## src/rtl/ram_copy_dma.sv

```systemverilog
// ============================================================================
// Module      : ram_copy_dma
// Description : Word-granular copy/fill bus initiator for the shared BRAM port.
// Revision    : 1.0 - initial release
// ============================================================================
`default_nettype none

module ram_copy_dma #(
  parameter int ADDR_WIDTH = 17,
  parameter int CNT_WIDTH  = 16
) (
  input  logic                  clk,
  input  logic                  rst_n,
  input  logic                  start,
  input  logic                  mode,
  input  logic [ADDR_WIDTH-1:0] src_addr,
  input  logic [ADDR_WIDTH-1:0] dst_addr,
  input  logic [CNT_WIDTH-1:0]  count,
  input  logic [31:0]           fill_data,
  input  logic                  abort,
  output logic                  busy,
  output logic                  done,
  output logic                  bus_req,
  input  logic                  bus_gnt,
  output logic                  ram_en,
  output logic                  ram_wr,
  output logic                  ram_be,
  output logic [ADDR_WIDTH-1:0] ram_addr,
  output logic [31:0]           ram_wdata,
  input  logic [31:0]           ram_rdata
);

  typedef enum logic [1:0] {
    S_IDLE = 2'd0,
    S_RD   = 2'd1,
    S_WR   = 2'd2,
    S_FIN  = 2'd3
  } state_t;

  localparam logic [ADDR_WIDTH-1:0] c_word_step  = ADDR_WIDTH'(4);
  localparam logic [ADDR_WIDTH-1:0] c_align_mask = ~ADDR_WIDTH'(3);
  localparam logic [CNT_WIDTH-1:0]  c_cnt_last   = CNT_WIDTH'(1);

  state_t                r_state;
  state_t                w_state_nxt;
  logic                  r_mode;
  logic [31:0]           r_fill;
  logic [31:0]           r_buf;
  logic [ADDR_WIDTH-1:0] r_src;
  logic [ADDR_WIDTH-1:0] r_dst;
  logic [CNT_WIDTH-1:0]  r_cnt;
  logic                  w_rd;
  logic                  w_wr;

  assign w_rd = (r_state == S_RD);
  assign w_wr = (r_state == S_WR);

  always_comb begin
    w_state_nxt = r_state;
    case (r_state)
      S_IDLE: begin
        if (start) begin
          if (count == '0) w_state_nxt = S_FIN;
          else             w_state_nxt = mode ? S_WR : S_RD;
        end
      end
      S_RD: begin
        if (abort)        w_state_nxt = S_IDLE;
        else if (bus_gnt) w_state_nxt = S_WR;
      end
      S_WR: begin
        // abort takes priority over the final write's completion, so no done
        if (abort)                    w_state_nxt = S_IDLE;
        else if (bus_gnt) begin
          if (r_cnt == c_cnt_last)    w_state_nxt = S_FIN;
          else                        w_state_nxt = r_mode ? S_WR : S_RD;
        end
      end
      default: w_state_nxt = S_IDLE;
    endcase
  end

  always_ff @(posedge clk or negedge rst_n) begin
    if (!rst_n) begin
      r_state <= S_IDLE;
      r_mode  <= 1'b0;
      r_fill  <= '0;
      r_buf   <= '0;
      r_src   <= '0;
      r_dst   <= '0;
      r_cnt   <= '0;
    end else begin
      r_state <= w_state_nxt;
      if (r_state == S_IDLE && start) begin
        r_mode <= mode;
        r_fill <= fill_data;
        r_src  <= src_addr & c_align_mask;
        r_dst  <= dst_addr & c_align_mask;
        r_cnt  <= count;
      end
      if (w_rd && bus_gnt) begin
        r_buf <= ram_rdata;
        r_src <= r_src + c_word_step;
      end
      if (w_wr && bus_gnt) begin
        r_dst <= r_dst + c_word_step;
        r_cnt <= r_cnt - c_cnt_last;
      end
    end
  end

  assign busy      = w_rd | w_wr;
  assign done      = (r_state == S_FIN);
  assign bus_req   = w_rd | w_wr;
  assign ram_en    = (w_rd | w_wr) & bus_gnt;
  assign ram_wr    = w_wr & bus_gnt;
  assign ram_be    = 1'b0;
  assign ram_addr  = w_rd ? r_src : (w_wr ? r_dst : '0);
  assign ram_wdata = w_wr ? (r_mode ? r_fill : r_buf) : '0;

endmodule

`default_nettype wire

```

## config.mk

```make
export PLATFORM = sky130hd
export DESIGN_NAME = ram_copy_dma
export DESIGN_NICKNAME = d
export VERILOG_FILES = /design/src/rtl/ram_copy_dma.sv
export SDC_FILE = /design/constraint.sdc
export NUM_CORES = 1
export LEC_CHECK = 0
export BUFFER_PORTS_ARGS = -buffer_cell sky130_fd_sc_hd__buf_2
export CAP_MARGIN = 10
export CORE_UTILIZATION = 40
export DETAILED_ROUTE_END_ITERATION = 6
export PLACE_DENSITY = 0.67
export SLEW_MARGIN = 40
export SYNTH_ARGS = -nofsm -noshare
export SYNTH_HDL_FRONTEND = slang
export SYNTH_SLANG_ARGS = --single-unit
```

## constraint.sdc

```tcl
create_clock -name clk -period 1.8 [get_ports clk]
set_clock_uncertainty 0.2 [all_clocks]
set_input_delay 0.09 -clock clk [delete_from_list [all_inputs] [get_ports clk]]
set_output_delay 0.09 -clock clk [all_outputs]
set_load 0.01 [all_outputs]
```

# Word-level counts from Yosys, hierarchy flattened
# Index checks and enable logic that the tools add are counted.
# totals
word_cells	48
reg_bits	117
input_bits	120
# op_classes
mux	20
bitwise_logic	3
eq_ne	7
n_reduce_logical	8
addsub	3
# ops
operator	count
17-bit 2-to-1 mux	6
32-bit 2-to-1 mux	2
17-bit by 3-bit adder with 17-bit output, second input constant	2
16-bit 2-to-1 mux	2
2-bit 2-to-1 mux	9
16-bit by 1-bit equality test with 1-bit output, second input constant	1
16-bit logical NOT	1
16-bit by 1-bit subtractor with 16-bit output, second input constant	1
3-bit inequality test, second input constant	2
2-bit case mux with 3 select lines	1
2-bit equality test, second input constant	2
2-bit nonzero test	2
1-bit logical AND	3
3-bit AND reduction	1
1-bit AND	2
2-bit by 1-bit equality test with 1-bit output, second input constant	1
2-bit logical NOT	1
2-bit inequality test, second input constant	1
1-bit OR	1

# Longest topological paths before layout
# depth
depth_word	5
depth_mapped	9
ltp_nobuf	7

# Worst setup path after synthesis
# No wires, ideal clock.
# synth_path
path_kind	reg2reg
start	reg r_state[0]
end	reg r_dst[8]
path_stages_with_launch	8
path_buffers	2
setup_ps	126
t_required_ps	1474
path_slack_ps	-89
t_arrival_ps	1563
path_cell_list	dfrtp_1 -> inv_1 -> ha_1 -> buf_2 -> a22o_1 -> clkbuf_1 -> o21ai_0 -> a221o_1
# synth_between
elab_chain_cells	3
elab_cells_between_ends	6
# synth_rtl
element	line_no	rtl
start: declaration	44	state_t r_state;
start signal: assignment	93	r_state <= w_state_nxt;
2-bit equality test or 2-bit logical NOT (tied branches)	56, 94	
1-bit logical AND, on equally long branches	105, 94	
17-bit 2-to-1 mux or 2-bit nonzero test (tied branches)	--	
end signal: assignment	98	r_dst <= dst_addr & c_align_mask;
end signal: assignment	106	r_dst <= r_dst + c_word_step;
end: declaration	50	logic [ADDR_WIDTH-1:0] r_dst;
# Parallel ways exist; a longest one is shown, timed or not.
# A chain may end at the register's enable or synchronous reset.

# Final worst setup path
# layout_path
start	reg r_state[0]
end	reg r_state[0]
# layout_between
elab_chain_cells	3
elab_cells_between_ends	8
# layout_rtl
element	line_no	rtl
2-bit equality test, or another cell as far along	60	case (r_state)
3-bit inequality test (no line) or 2-bit inequality test (tied branches)	--	
3-bit AND reduction (no line)	--	
# Parallel ways exist; a longest one is shown, timed or not.

==> summary.txt <==
STA
  • Fraction of the cycle the final worst path needs: 117%
  • Minimum clock period: 2100 ps
  • Max-slew violation count: 0
  • Setup violations, final: 132
  • Final worst setup slack: -299 ps
  • Unrepaired setup endpoints after global routing: true
  • Hold Vio Cnt, Final: 0
  • Max Clk Rate: 476 MHz
  • Total negative slack: -25,410 ps

Setup path
  • Depth of the worst register-to-register path: 9
  • Standard cell with the maximum stage delay on the critical path: sky130_fd_sc_hd__dfrtp_1
  • Critical path class: reg2reg
  • Slowest stage delay, CP: 410 ps
  • Critical path peak fanout: 5
  • R2r endpoint: r_state[0]
  • Cells along the critical path: inv_2, ha_4, buf_4, buf_4, nor2_4, nor3_4, buf_4, a2111oi_2, a2111o_1
  • Start of the worst register-to-register path: r_state[0]
  • Category of the worst setup path capture point: flop
  • Kind of launch point of the worst setup path: flop
  • Required time at the endpoint of the critical path: 1890 ps
  • R2r setup slk: -300 ps
  • Arr. time, crit path: 2190 ps
  • Most common cell type on the critical path: sky130_fd_sc_hd__buf_4

Placement
  • Count of port buffers added during placement: 167
  • DP Wirelength: 12.6 mm
  • Standard cell area after detailed placement: 7700 sq um
  • Routability cong.: 0.902

CTS
  • TritonCTS clock tree: built
  • Clock latency at the later pin of the worst-skew pair: 430 ps
  • CTS max path bufs: 2
  • H-tree levels: 4
  • CTS clk-pin slew, worst paths: 60 ps
  • Cell at the root of the clock tree: sky130_fd_sc_hd__clkbuf_16
  • Clock sink count: 113
  • Number of CTS-inserted buffers: 17

GRT
  • Wire length of the first global-routing pass: 37.5 mm
  • Remaining global-route overflow: 0
  • Antenna violations before repair: 0
  • Maximum number of pins on one net before global-route repair: 46
  • Vias in the first global route: 7,407
  • GRT Resource Usage Total: 30.6%

Routing
  • Iteration-0 DRC Markers: 539
  • Drt total wl: 25.4 mm
  • Detailed-router iteration count before antenna repair: 7
  • Total via count after detailed routing: 7,016
  • Per-cell routed wire length: 20.3 um
  • DRC violation count after routing: 15
  • Number of nets still failing antenna checks after routing: 0
  • Vias/cell: 5.61

Synthesis
  • Cell taking the most area after synthesis: sky130_fd_sc_hd__dfrtp_1
  • Xor/xnor share of the synthesized area: 0%
  • Synth Cell Area: 6100 sq um
  • Cells after synthesis: 664
  • Synthesized-area fraction occupied by ao, oa, aoi and oai cells: 12.3%
  • Main combinational cell family by area after synthesis: simple AND/OR/NAND/NOR gates
  • Portion of the post-synthesis area used by sequential elements: 46.3%
  • Number of distinct library cell variants in the gate-level netlist after synthesis: 63
  • Share of synthesized registers carrying an async set or reset: 100%
  • Most frequent cell after synthesis: sky130_fd_sc_hd__nand2_1
  • Simple-gate share of the synthesized area: 23.6%
  • Syn Area/Cell: 9.19 sq um
  • Number of flops mapped to enable cells by yosys: 0
  • Mux cell area share after synthesis: 11.8%
  • Top cell type's share of synthesized area: 46.3%
  • Flip-flop and latch count after synthesis: 113
  • Synth warnings: 0
  • Leading cell types by total area after synthesis: sky130_fd_sc_hd__dfrtp_1 46%, sky130_fd_sc_hd__nand2_1 9.8%, sky130_fd_sc_hd__mux2_2 6.1%, sky130_fd_sc_hd__mux2i_1 5.7%, sky130_fd_sc_hd__nor2_1 4.1%
  • Area share of fa/ha/maj cells after synthesis: 1.64%
  • Commonest cells in the synthesized netlist: 160 x sky130_fd_sc_hd__nand2_1, 113 x sky130_fd_sc_hd__dfrtp_1, 67 x sky130_fd_sc_hd__nor2_1, 35 x sky130_fd_sc_hd__mux2i_1, 33 x sky130_fd_sc_hd__mux2_2
  • Flip-flop cell with the highest count after synthesis: sky130_fd_sc_hd__dfrtp_1

Job
  • Count of maximum capacitance violations: 0

Cells and area
  • Sequential cell area: 2830 sq um
  • Post-route cell area: 11,500 sq um
  • Count of inserted antenna diode cells: 0
  • Filler cell count in the final layout: 833
  • Post-layout nets: 1,182
  • Layout cell share with drive strength beyond 1: 48.9%
  • Total area of multi-input combinational cells: 4090 sq um
  • Area added between synthesis and finish: 89.2%

Power and ir drop
  • Power density of the placed cells: 1700 nW/um^2
  • Highest ir drop seen on vdd: 0.00112 V
  • Leakage power: 5.26 nW

Die
  • Boundary pin count: 175
  • Y dimension of the die: 126 um
  • Standard-cell rows: 44
  • Die X: 126 um
  • Std-Cell Core Area: 14,700 sq um
  • Floorplan die area: 15,800 sq um
  • Initial standard-cell utilization of the core: 41.5%

Outcome
  • Outcome: finished with violations
  • Violations in the final reports: DRC, setup timing

Hold path
  • Tightest Hold Check Type: in2reg
  • Startpoint of the tightest hold check path: start
  • End of the worst hold path: r_state[0]
  • Min-Delay Path Depth: 4
==> repair_timing <==
action	in CTS	in global routing
endpoints found under the hold margin	226	0
gates resized for setup	242	138
endpoints found under the setup margin	128	160
buffers inserted	29	12
hold buffers	114	0
pin swaps	64	57
cloned	12	3
==> sequential cells by signal (all words and copies together), names as in the netlist <==
| register | flops |
|---|---|
| r_state | 2 |
| r_buf | 32 |
| r_dst | 15 |
| r_fill | 32 |
| r_mode | 1 |
| r_src | 15 |
| r_cnt | 16 |
==> how the worst max path moves through the flow <==
stage | cells after the start | slack [ps] | from | to
3_5_place_dp | 8 | -190 | r_state[1] | r_src[14]
6_report | 9 | -300 | r_state[0] | r_state[0]
5_1_grt | 9 | -390 | r_state[0] | r_dst[14]
4_1_cts | 8 | -260 | r_state[0] | ram_wdata[8]
3_3_place_gp | 7 | -150 | r_state[0] | r_dst[8]
2_1_floorplan | 7 | -40 | r_state[0] | r_state[0]
==> final cells by class <==
type | count | area share (%)
clock buffer | 20 | 3.96
clock inverter | 12 | 1.35
inverter | 12 | 0.564
multi-input combinational | 500 | 35.4
sequential | 113 | 24.5
tap | 184 | 1.99
timing repair buffer | 410 | 32.2
==> stage by stage <==
stage               total power, mW  util [%]  setup slack, ps  hold WS, ps  cells
floorplan                      8.57         -            -40.6         -406    666
global placement               11.1      52.4             -149         -133   1056
detailed placement             11.2      52.4             -192         -137   1056
CTS                            17.7      73.8             -264         29.5   1243
global route                   20.6      78.5             -388         47.0   1251
finish                         19.6      78.5             -299         62.6   1251
==> critical path: cells and delay by family (launching register included) <==
kind,cells,cell delay (ps)
adders and majority gates,1,170
buffers and inverters,4,470
and+or+nand+nor,2,270
AOI/OAI and AO/OA,2,440
DFF,1,410
==> metal layers <==
metal,vias up,part of all wire (%),track usage [%]
met5,-,0,0
met4,0,3.4,12.5
met3,85,6.7,8.00
met2,352,52,54.8
met1,3442,38,34.5
li1,3137,-,-
==> power by group <==
part / switching (mW) / internal [mW] / leakage (nW)
sequential: 1.14 / 3.78 / 1.34
combinational: 5.45 / 5.72 / 3.63
clock: 1.29 / 2.25 / 0.289
==> layout by cell type, fill, tap and decap left out, types with 5 or more instances in the layout <==
cell,n
sky130_fd_sc_hd__clkbuf_16,20
sky130_fd_sc_hd__a211oi_2,7
sky130_fd_sc_hd__nor4_1,8
sky130_fd_sc_hd__and2_4,5
sky130_fd_sc_hd__o211ai_1,8
sky130_fd_sc_hd__dfrtp_1,111
sky130_fd_sc_hd__a22oi_2,5
sky130_fd_sc_hd__buf_6,69
sky130_fd_sc_hd__nor3_2,6
sky130_fd_sc_hd__nand2_4,5
sky130_fd_sc_hd__dlygate4sd3_1,114
sky130_fd_sc_hd__inv_1,8
sky130_fd_sc_hd__nor2_2,6
sky130_fd_sc_hd__nor3_1,11
sky130_fd_sc_hd__nor2_1,24
sky130_fd_sc_hd__nor2_4,39
sky130_fd_sc_hd__o21ai_4,5
sky130_fd_sc_hd__nand4_1,8
sky130_fd_sc_hd__nand3_1,13
sky130_fd_sc_hd__buf_2,126
sky130_fd_sc_hd__nand2_2,9
sky130_fd_sc_hd__a21oi_2,8
sky130_fd_sc_hd__buf_4,70
sky130_fd_sc_hd__mux2i_1,35
sky130_fd_sc_hd__nand2_1,144
sky130_fd_sc_hd__buf_16,5
sky130_fd_sc_hd__buf_8,6
sky130_fd_sc_hd__o21ai_2,11
sky130_fd_sc_hd__o21ai_0,7
sky130_fd_sc_hd__mux2_4,33
sky130_fd_sc_hd__o21ai_1,6
sky130_fd_sc_hd__buf_12,17
==> kinds of logic after synthesis <==
group           count (synthesis)
simple gates                  313
flops                         113
compound gates                107
mux                            68
buf+inv                        54
fa+ha+maj                       8
other cells                     1
No activity file was read; power rests on OpenSTA's default activity.
